===== config.mk =====
export PLATFORM = sky130hd
export DESIGN_NAME = branch_select_check
export DESIGN_NICKNAME = d
export VERILOG_FILES = /design/src/rtl/branch_select_check.sv
export SDC_FILE = /design/constraint.sdc
export NUM_CORES = 1
export LEC_CHECK = 0
export BUFFER_PORTS_ARGS = -buffer_cell sky130_fd_sc_hd__buf_2
export CORE_UTILIZATION = 45
export DETAILED_ROUTE_END_ITERATION = 7
export PLACE_DENSITY = 0.75
export SYNTH_ARGS = -nofsm -noshare
export SYNTH_HDL_FRONTEND = slang
export SYNTH_SLANG_ARGS = --single-unit

===== constraint.sdc =====
create_clock -name clk -period 2.1 [get_ports clk]
set_clock_uncertainty 0.05 [all_clocks]
set_input_delay 0.21 -clock clk [delete_from_list [all_inputs] [get_ports clk]]
set_output_delay 0.21 -clock clk [all_outputs]
set_load 0.05 [all_outputs]

===== src/rtl/branch_select_check.sv =====
// branch_select_check
//   Forces the instruction-select field to all-ones on a taken jump. A jump is
//   taken when it is forced by the unconditional enable, or when cond_mode is
//   set and the selected status flag, optionally inverted, is 1. The result is
//   registered with one cycle of latency. After each taken jump the block
//   holds flush for FLUSH_CYCLES cycles and refuses new input during that
//   window. It also keeps a saturating count of taken jumps.
// Ports
//   clk, reset            : clock, async active-high reset
//   valid_in / ready_out  : input handshake (accept = valid_in & ready_out)
//   instruct              : incoming select field
//   enabled               : unconditional jump
//   cond_mode/sel/inv     : conditional jump controls
//   cond_flags            : ALU status flags
//   instructA             : registered select result
//   valid_out             : one-cycle pulse per accepted input
//   taken                 : the accepted input was a taken jump
//   flush                 : flush request to fetch/decode
//   taken_count           : saturating taken-jump count
module branch_select_check #(
  parameter int WIDTH        = 2,
  parameter int NUM_COND     = 4,
  parameter int SEL_W        = 2,
  parameter int FLUSH_CYCLES = 2,
  parameter int CNT_W        = 8
) (
  input  logic                clk,
  input  logic                reset,
  input  logic                valid_in,
  output logic                ready_out,
  input  logic [WIDTH-1:0]    instruct,
  input  logic                enabled,
  input  logic                cond_mode,
  input  logic [SEL_W-1:0]    cond_sel,
  input  logic                cond_inv,
  input  logic [NUM_COND-1:0] cond_flags,
  output logic [WIDTH-1:0]    instructA,
  output logic                valid_out,
  output logic                taken,
  output logic                flush,
  output logic [CNT_W-1:0]    taken_count
);

  localparam int NSEL = 2**SEL_W;
  localparam int FC_W = (FLUSH_CYCLES > 1) ? $clog2(FLUSH_CYCLES) : 1;

  typedef enum logic {RUN, FLUSH} state_t;

  state_t            state, state_n;
  logic [FC_W-1:0]   fcnt, fcnt_n;
  logic [NSEL-1:0]   flags_pad;
  logic              flag, jump, accept;

  // The flag vector is padded out to the full select range. Padding bits are 0,
  // so an out-of-range cond_sel reduces flag to cond_inv, and indexing never
  // reads an undriven bit.
  for (genvar i = 0; i < NSEL; i++) begin : g_pad
    if (i < NUM_COND) begin : g_flag
      assign flags_pad[i] = cond_flags[i];
    end else begin : g_zero
      assign flags_pad[i] = 1'b0;
    end
  end

  assign flag      = flags_pad[cond_sel] ^ cond_inv;
  assign jump      = enabled | (cond_mode & flag);
  assign ready_out = (state == RUN);
  assign flush     = (state == FLUSH);
  assign accept    = valid_in & ready_out;

  always_comb begin
    state_n = state;
    fcnt_n  = fcnt;
    case (state)
      RUN: begin
        if (accept && jump) begin
          state_n = FLUSH;
          fcnt_n  = FC_W'(FLUSH_CYCLES - 1);
        end
      end
      FLUSH: begin
        if (fcnt == '0) state_n = RUN;
        else            fcnt_n  = fcnt - FC_W'(1);
      end
      default: state_n = RUN;
    endcase
  end

  always_ff @(posedge clk or posedge reset) begin
    if (reset) begin
      state <= RUN;
      fcnt  <= '0;
    end else begin
      state <= state_n;
      fcnt  <= fcnt_n;
    end
  end

  always_ff @(posedge clk or posedge reset) begin
    if (reset) begin
      instructA   <= '0;
      valid_out   <= 1'b0;
      taken       <= 1'b0;
      taken_count <= '0;
    end else begin
      valid_out <= accept;
      taken     <= accept & jump;
      if (accept) instructA <= instruct | {WIDTH{jump}};
      if (accept && jump && (taken_count != {CNT_W{1'b1}}))
        taken_count <= taken_count + CNT_W'(1);
    end
  end

endmodule


==> metrics.md <==
| Metric | Value |
|---|---|
| Status | completed |
| IO Pins | 28 |
| CP peak stage delay | approximately 410 ps |
| Number of global-route vias before repair | between 400 and 500 |
| Setup violations, final | 0 |
| Hold path start | instruct[1] |
| Share of cells above drive strength 1 | roughly a third |
| Clock Latency Late Sink | about 270 ps |
| Top cells by area, synth | dfrtp_1 52%, xnor2_1 6.5%, mux2i_1 4.4% |
| Final WL | about 1.3 mm |
| Crit. End Element | flip-flop |
| Synth Area in Compound Gates | a little under an eighth |
| Mapped Avg Cell Area | roughly 11 sq um |
| Post-Place Worst Slack | roughly 300 ps |
| CP arrival | approximately 1700 ps |
| H-tree depth | 1 |
| Combinational family with the most area after synthesis | simple AND/OR/NAND/NOR gates |
| Yosys warning total | 0 |
| Largest net degree at the start of global routing | 15 |
| Commonest cells in the netlist | 14 x dfrtp_1, 5 x nor2_1, 5 x xnor2_1 |
| Synth cell types | 23 |
| Number of remaining DRC errors | 0 |
| Sequential share of the synthesized area | ~52% |
| Die Ht | roughly 41 um |
| Fraction of registers with async set/reset | 100% |
| First-pass GRT wire length | between 2 and 2.5 mm |
| Cts repair resizes | 0 |
| Tot GR Track Use | 18.4% |
| Clock transition at the registers of the reported paths | roughly 80 ps |
| Post-route core utilization | between 60% and 70% |
| Final hold vios | 0 |
| Initial antenna violation count | 0 |
| Via count | approximately 570 |
| Dpl cells | between 100 and 150 |
| GRT overflow | 0 |
| FMAX | a little over 0.6 GHz |
| Worst slew pin tran | ~550 ps |
| Finished Layout Cells | between 100 and 150 |
| Initial detailed-routing violation count | 12 |
| CTS Buffer Depth | 2 |
| Row count | 13 |
| Launching point of the worst reg2reg path | taken_count[3] |
| Setup Buffers After CTS | 0 |
| Simple-Gate Fraction of Synth Area | about 16% |
| Hold Slack | between 150 and 200 ps |
| Crit path buffers/inverters | 0 |
| HP Class | primary input to flip-flop |
| Root buffer selected by CTS | clkbuf_4 |
| Post-Synthesis Cell Area | between 600 and 700 sq um |
| Post-route ant nets | 0 |
| Worst Setup SP | taken_count[3] |
| Final Wtd Congestion | around 0.78 |
| PortBufs | 27 |
| Final setup TNS | 0 ps |
| CTS tree | built |
| Critical path, cell by cell | and3_1, nand3_1, o211ai_1, mux2_1 |
| Die area | between 1500 and 2000 sq um |
| Mapped Nets | 78 |
| Fin worst setup slack | between 400 and 500 ps |
| Final Cycle Share | between 70% and 80% |
| Post-synthesis xor/xnor area fraction | ~6.5% |
| Num CTS Buffers | 3 |
| FF+latch count, synth | 14 |
| Share of the synthesized area in the top cell type | 51.7% |
| Starting Density | approximately half |
| Max Slew Vio Count | 0 |
| Crit Path Max Fanout | 5 |
| Worst Path Required | approximately 2200 ps |
| Synth Area in Adders | under 10% |
| Power density over the cells | roughly 1400 nW/um^2 |
| P&R area growth vs syn | 27.3% |
| Cell taking the most area after synthesis | dfrtp_1 |
| Fillers | 122 |
| Static Leak | 0.441 nW |
| Detailed Place HPWL | slightly above 1 mm |
| Max_cap viols | 0 |
| Post-layout min period | 1610 ps |
| Mux contribution to synthesized area | 7.75% |
| Slowest cell on crit path | dfrtp_1 |
| CTS Hold Buffers Added | 1 |
| Peak supply drop | between 0.9 and 1 mV |
| RSZ-0062 raised after global routing | no |
| Core area | ~1400 sq um |
| First-pass DRT Iterations | 4 |
| Setup Crit Path Kind | flip-flop to flip-flop |
| Post-synth EDFFs | 0 |
| Most common cell in the netlist | dfrtp_1 |
| Primary FF master, synth | dfrtp_1 |
| Vias per inst | between 5 and 6 |
| N_diodes | 0 |
| Syn Inst Count | 63 |
| Post-DR wirelength/cell | between 10 and 15 um |
| Rel. slew slack | between 60% and 70% |
| Worst setup SP type | flip-flop |
| Die W | between 40 and 50 um |
| CTS sink cnt | 14 |
| Fin nets | roughly 110 |
| CP delay by family, top | simple AND/OR/NAND/NOR gates |
[placed cells by master, fill, tap and decap left out]
cell and count:
and2_4 1, inv_1 3, buf_2 27, dfrtp_1 14, nand2_1 3, mux2_1 2
nand2b_1 1, dlygate4sd3_1 1, buf_4 2, a311o_1 1, nand3b_1 1, a21oi_1 4
nor2_1 5, nand3_1 3, mux2i_1 3, xnor2_1 5, ha_1 1, a31oi_1 3
a41oi_1 1, clkbuf_4 3, o211ai_1 1, and3_1 2, nand4_1 3, a21o_1 2
nor2b_1 2
[path summary, 6_finish.rpt]
check | end | slack, ps | cells after the start
worst min register to register | fcnt | 430 | 1
worst max-delay path | taken_count[1] | 490 | 4
max in group asynchronous | valid_out | 1170 | 3
min in group asynchronous | taken_count[5] | 470 | 3
worst max register to register | taken_count[1] | 490 | 4
worst min-delay path | instructA[1] | 170 | 3
[final cells by class]
cell class                 instances  area (sq um)  share of cell area, %
clock buffer                       3          22.5                   2.61
inverter                           3          11.3                   1.30
multi-input combinational         44           300                   34.8
tap                               15          18.8                   2.17
timing repair buffer              30           160                   18.6
sequential                        14           350                   40.6
[logic make-up after synthesis]
family	Yosys count
multiplexers	5
AO/OA/AOI/OAI	12
adder cells (fa/ha/maj)	1
flip-flops	14
XOR/XNOR	5
AND/OR/NAND/NOR	21
buffers and inverters	5
[state kept, by name, indices dropped and copies added, names as in the netlist]
| register | flops |
|---|---|
| fcnt | 1 |
| flush | 1 |
| instructA | 2 |
| taken | 1 |
| taken_count | 8 |
| valid_out | 1 |
[per-layer routing]
metal	part of all wire [%]	global-route usage, %
met1	48	25.3
met2	44	28.1
met3	6.6	3.26
met4	1.1	7.50
met5	0	0
[power breakdown]
group | leakage [nW] | switching, mW | internal, mW
combinational | 0.256 | 0.448 | 0.169
clock | 0.0138 | 0.0773 | 0.0664
sequential | 0.171 | 0.0783 | 0.360
total | 0.441 | 0.604 | 0.595
[worst min-delay path, stage by stage]
cell     delay (ps)
buf_2            70
nor2_1           30
a21oi_1         130
[through the flow]
stage	power (mW)	cell area (sq um)
after global placement	1.05	831
after floorplan	0.915	678
final	1.20	863
after global routing	1.28	863
after CTS	1.21	863
after detailed placement	1.06	831
No activity file was read; power rests on OpenSTA's default activity.
